## config.mk

```make
export PLATFORM = sky130hd
export DESIGN_NAME = object_streamer
export DESIGN_NICKNAME = d
export VERILOG_FILES = /design/src/rtl/object_streamer.sv
export SDC_FILE = /design/constraint.sdc
export NUM_CORES = 1
export LEC_CHECK = 0
export CORE_MARGIN = 1
export CORE_UTILIZATION = 30
export DETAILED_ROUTE_END_ITERATION = 12
export DONT_BUFFER_PORTS = 1
export HOLD_SLACK_MARGIN = 0.12
export SYNTH_ARGS = -nofsm -noshare
export SYNTH_HDL_FRONTEND = slang
export SYNTH_SLANG_ARGS = --single-unit
```

## constraint.sdc

```tcl
create_clock -name clock -period 2.9 [get_ports clock]
set_input_delay 0.435 -clock clock [delete_from_list [all_inputs] [get_ports clock]]
set_output_delay 0.435 -clock clock [all_outputs]
set_load 0.01 [all_outputs]
```

## src/rtl/object_streamer.sv

```systemverilog
// object_streamer: drains the per-frame object buffer from slot 0 on every next_frame
// and presents each object on a valid/ready stream together with per-frame status.
module object_streamer #(
    parameter int MAX_OBJECTS = 50,
    parameter int IDX_W       = $clog2(MAX_OBJECTS + 1),
    parameter int OBJ_W       = 64
) (
    input  logic             clock,
    input  logic             reset,
    input  logic             next_frame,
    input  logic [OBJ_W-1:0] buf_data,
    input  logic             buf_read_end,
    output logic             buf_read,
    output logic [OBJ_W-1:0] m_data,
    output logic             m_valid,
    input  logic             m_ready,
    output logic             m_first,
    output logic [IDX_W-1:0] m_index,
    output logic             frame_done,
    output logic [IDX_W-1:0] object_count,
    output logic             truncated,
    output logic             overrun,
    output logic             busy
);

    typedef enum logic [1:0] {
        IDLE,
        FETCH,
        SEND
    } state_t;

    localparam logic [IDX_W-1:0] CAP = IDX_W'(MAX_OBJECTS);

    state_t           state;
    logic [IDX_W-1:0] count;

    // A restarting frame must not advance the cursor the buffer is rewinding on this edge.
    assign buf_read = (state == FETCH) && !buf_read_end && (count < CAP) && !next_frame;
    assign busy     = (state != IDLE);

    always_ff @(posedge clock) begin
        if (!reset) begin
            state        <= IDLE;
            count        <= '0;
            m_data       <= '0;
            m_valid      <= 1'b0;
            m_first      <= 1'b0;
            m_index      <= '0;
            frame_done   <= 1'b0;
            object_count <= '0;
            truncated    <= 1'b0;
            overrun      <= 1'b0;
        end else begin
            frame_done <= 1'b0;
            overrun    <= 1'b0;
            if (next_frame) begin
                if (state != IDLE) begin
                    overrun <= 1'b1;
                end
                state     <= FETCH;
                count     <= '0;
                truncated <= 1'b0;
                m_valid   <= 1'b0;
                m_first   <= 1'b0;
            end else begin
                case (state)
                    FETCH: begin
                        if (buf_read) begin
                            m_data  <= buf_data;
                            m_index <= count;
                            m_first <= (count == '0);
                            m_valid <= 1'b1;
                            count   <= count + 1'b1;
                            state   <= SEND;
                        end else if (buf_read_end) begin
                            frame_done   <= 1'b1;
                            object_count <= count;
                            state        <= IDLE;
                        end else begin
                            // Cap reached while the buffer still holds unread objects.
                            truncated    <= 1'b1;
                            frame_done   <= 1'b1;
                            object_count <= count;
                            state        <= IDLE;
                        end
                    end
                    SEND: begin
                        if (m_ready) begin
                            m_valid <= 1'b0;
                            m_first <= 1'b0;
                            state   <= FETCH;
                        end
                    end
                    IDLE: ;
                    default: state <= IDLE;
                endcase
            end
        end
    end

endmodule

```

* Yosys cells after proc, flatten, opt, wreduce, memory -nomap -nowiden *
Cells that the tools add are included.

operators by class
  add/subtract/negate cells = 1
  magnitude comparators = 1
  eq/ne operators = 6
  muxes and demuxes = 11
  bitwise operators = 6
  reductions and logical operators = 19

operators with widths
  operator             count
  $reduce_and 3->1     4
  $reduce_and 2->1     4
  $add 6x1->6 const B  1
  $logic_not 6->1      1
  $lt 6x6->1 const B   1
  $mux 1               6
  $ne 2x2->1 const B   3
  $not 1->1            6
  $pmux 2 s3           1
  $mux 2               2
  $pmux 1 s2           2
  $reduce_bool 2->1    2
  $logic_and 1x1->1    3
  $ne 3x3->1 const B   1
  $reduce_or 3->1      1
  $eq 2x1->1 const B   1
  $eq 2x2->1 const B   1
  $logic_not 1->1      2
  $logic_not 2->1      1
  $reduce_or 2->1      1

word-level totals
  flip-flop bits (word level) = 89
  input port bits = 69
  output and inout port bits = 83
  word-level logic and storage cells = 55

* Longest topological paths before layout *
  word-level depth = 7
  gate-level depth with buffers = 5
  mapped depth without buffers = 4

* Worst setup path after synthesis *
Ideal clock, no wire load.

  path type = input -> output
  from = input port next_frame
  to = output port buf_read
  data arrival time = 1455 ps
  data required time = 2465 ps
  setup slack = 1010 ps
  cell stages on the path = 3
  path buffers = 1
  cell sequence = or4b_4 -> nor2_8 -> buf_12

between the ends
  cells in the longest elaborated chain, start to end = 2

ends and longest elaborated chain
  element            RTL line  RTL
  start, declared    10        input logic next_frame,
  $logic_not 1->1    38        assign buf_read = (state == FETCH) && !buf_read_end && (count < CAP) && !next_frame;
  $logic_and 1x1->1  38
  end, declared      13        output logic buf_read,

No other way between the ends.

* Worst setup path in the final report *
  from = register state[1]
  to = output port buf_read

between the ends
  cells in the longest elaborated chain, start to end = 4

ends and longest elaborated chain
  element                         RTL line  RTL
  start, declared                 34        state_t state;
  start signal, assigned          43        state <= IDLE;
  start signal, assigned          60        state <= FETCH;
  start signal, assigned          74        state <= SEND;
  $eq 2x1->1                      38
  $logic_and 1x1->1 (3 in a row)  38

No other way between the ends.

==> run summary <==
Average footprint of a synthesized cell: 9.38 um2
Mapped Area: 3720 um2
Area Overhead vs Synth: 9.14%
Total GRT Usage: 12.4%
Achievable Freq: 0.449 GHz
Synth Instances: 397
Setup CP Type: reg2out
Commonest register cell after synthesis: sky130_fd_sc_hd__dfxtp_1
Quantity of I/O buffers inserted on ports: 0
Tightest Pin Transition: 0.727 ns
Global placement routability congestion: 0.783
Final TNS setup: 0 ns
P_leak: 1.41 nW
Buffer cell driving the clock tree root: sky130_fd_sc_hd__clkbuf_16
Number of sinks on the clock net: 89
Final hold violations: 0
Peak supply drop: 290 uV
Rel. slew slack: 50.8%
Die outline area: 12900 um2
Power, Total: 2.55 mW
Count of inserted antenna diode cells: 0
Power density of the placed cells: 628 nW/um2
CP delay by family, top: simple AND/OR/NAND/NOR gates
Share of the clock period used by the worst path after layout: 76.7%
Sequential fraction of the synthesis area: 47.8%
Max-slew violation count: 0
Largest stage delay on the critical path: 0.62 ns
Clock insertion delay at the later pin of the skew report: 0.33 ns
Max-cap violation count: 0
EDFF count, synth: 0
Detailed-placement wirelength estimate: 5520 um
Clock Skews: 0.00639 ns
Number of DRC violations after detailed routing: 0
Startpoint kind of the worst setup timing path: register
Count of nets after finishing: 453
Library cell contributing the largest single delay on the critical path: sky130_fd_sc_hd__or4b_4
FFs w/ async S/R, synth: 0%
Cell chain of the critical path: or4b_4 -> nor2_8 -> buf_12
Worst Hold Class: in2reg
1st-pass router iterations: 4
Iter 0 DRT Violations: 103
Std-Cell Rows: 40
Top library cells by usage in the layout, fill and taps aside: sky130_fd_sc_hd__nand2_1, sky130_fd_sc_hd__dfxtp_1, sky130_fd_sc_hd__mux2i_1
Most common library cell in the layout ignoring fill and taps: sky130_fd_sc_hd__nand2_1
Category of the worst setup path capture point: output port
Worst-case clock buffer depth: 2
Post-route ant nets: 0
Wire length of the first global-routing pass: 12300 um
Final critical delay including setup and external delays: 2.23 ns
Clock-pin slew of the registers on the worst-case setup and hold paths: 0.06 ns
Bufs and invs on worst path: 1
Number of cells upsized or downsized after cts: 0
Required time worst endpoint: 2.47 ns
I/O pin count: 152
Final non-filler cell total: 555
Hold slack: 0.240 ns
Proportion of layout cells with a drive suffix above 1: 5.94%
Number of setup violations in the final report: 0
Status: finished clean
Net count after synthesis: 468
Worst slack after detailed placement: 0.974 ns
Vias in the first global route: 2492
Number of library cell types mapped by synthesis: 34
Starting utilization of the core area: 30.9%
Unrepaired setup endpoints after global routing: no
Die height: 113 um
Total clock buffers created by CTS: 9
Data arrival time of the critical path: 1.79 ns
Overflow left after global routing: 0
Vias per std cell: 4.63
H-tree Lvls: 3
Clock tree from TritonCTS: done
X dimension of the die: 113 um
Placed instance count: 539
CORE AREA: 12100 um2
Wire per inst: 14.5 um
Number of setup buffers added after CTS: 0
Maximum fanout along the worst path: 35
# hold bufs at CTS: 0
Largest net degree at the start of global routing: 152
Flip-flop and latch count after synthesis: 89
Final critical-path setup slack: 0.675 ns
Layout Utilization: 33.7%
Cell area after placement: 3750 um2
Routed vias: 2571
Count of synthesis-stage warnings from yosys: 0
Finished layout cell area: 4060 um2
Antenna violations before repair: 0
Total detailed-routing wirelength: 8020 um
-- sequential cells by signal, summed over array words and instances (netlist names) --
signal and count:
m_index 6, object_count 6, m_first 1, m_data 64
m_valid 1, count 6, frame_done 1, truncated 1
state 2, overrun 1
-- cells by family (layout without fill, tap and decap cells) --
logic type      after synthesis  in the layout  share of synthesized area [%]
buf+inv                      35             25                           6.69
compound gates               14             14                           3.26
flops                        89             89                           47.8
mux                          80             80                           21.5
simple gates                177            177                           20.0
fa+ha+maj                     2              2                          0.672
-- Yosys cell counts, types with 2 or more instances --
library cell               instances  area [um2]
sky130_fd_sc_hd__mux2i_1          80         801
sky130_fd_sc_hd__buf_12            7         140
sky130_fd_sc_hd__nor4_1            2        12.5
sky130_fd_sc_hd__o311a_1           2        20.0
sky130_fd_sc_hd__a21oi_1           5        25.0
sky130_fd_sc_hd__ha_1              2        25.0
sky130_fd_sc_hd__nand4_1           2        12.5
sky130_fd_sc_hd__clkbuf_1         19        71.3
sky130_fd_sc_hd__buf_2             2        10.0
sky130_fd_sc_hd__nand2_1         156         586
sky130_fd_sc_hd__nand2b_1          2        12.5
sky130_fd_sc_hd__or2_2             2        12.5
sky130_fd_sc_hd__inv_1             6        22.5
sky130_fd_sc_hd__nor2_1            2        7.51
sky130_fd_sc_hd__dfxtp_1          89        1780
-- per-layer routing --
layer | part of all wire (%) | global-route usage, %
met4 | 1.3 | 6.05
met5 | 0 | 0
met1 | 43 | 13.1
met3 | 8.5 | 5.58
met2 | 47 | 21.0
-- report_power, final --
| group | leakage, nW | internal [mW] | switching (mW) |
|---|---|---|---|
| Combinational | 0.538 | 0.0403 | 0.0444 |
| Clock | 0.153 | 0.738 | 0.458 |
| Sequential | 0.720 | 1.25 | 0.0263 |
-- worst paths after layout --
check / startpoint / to / slack (ns) / cells after the start
max: state[1] / buf_read / 0.67 / 3
min: buf_data[62] / m_data[62] / 0.24 / 2
max reg2reg: state[1] / m_data[33] / 1.12 / 4
min reg2reg: m_data[48] / m_data[48] / 0.50 / 2
-- worst reg2reg max path, delay by kind of cell, from the launching register on --
family / cells / cell delay (ns)
flip-flops: 1 / 0.36
buffers and inverters: 1 / 0.26
multiplexers: 1 / 0.27
AND/OR/NAND/NOR: 2 / 0.81
-- cell type report --
| class | instances | area, um2 |
|---|---|---|
| flip-flops and latches | 89 | 1780 |
| well taps | 168 | 210 |
| fillers | 1249 | 8000 |
| multi-input cells | 273 | 1690 |
| inverters | 6 | 22.5 |
| repair buffers | 3 | 47.5 |
| clock inverters | 2 | 35.0 |
| clock buffers | 14 | 274 |
Power figures use the tool's default switching activity.
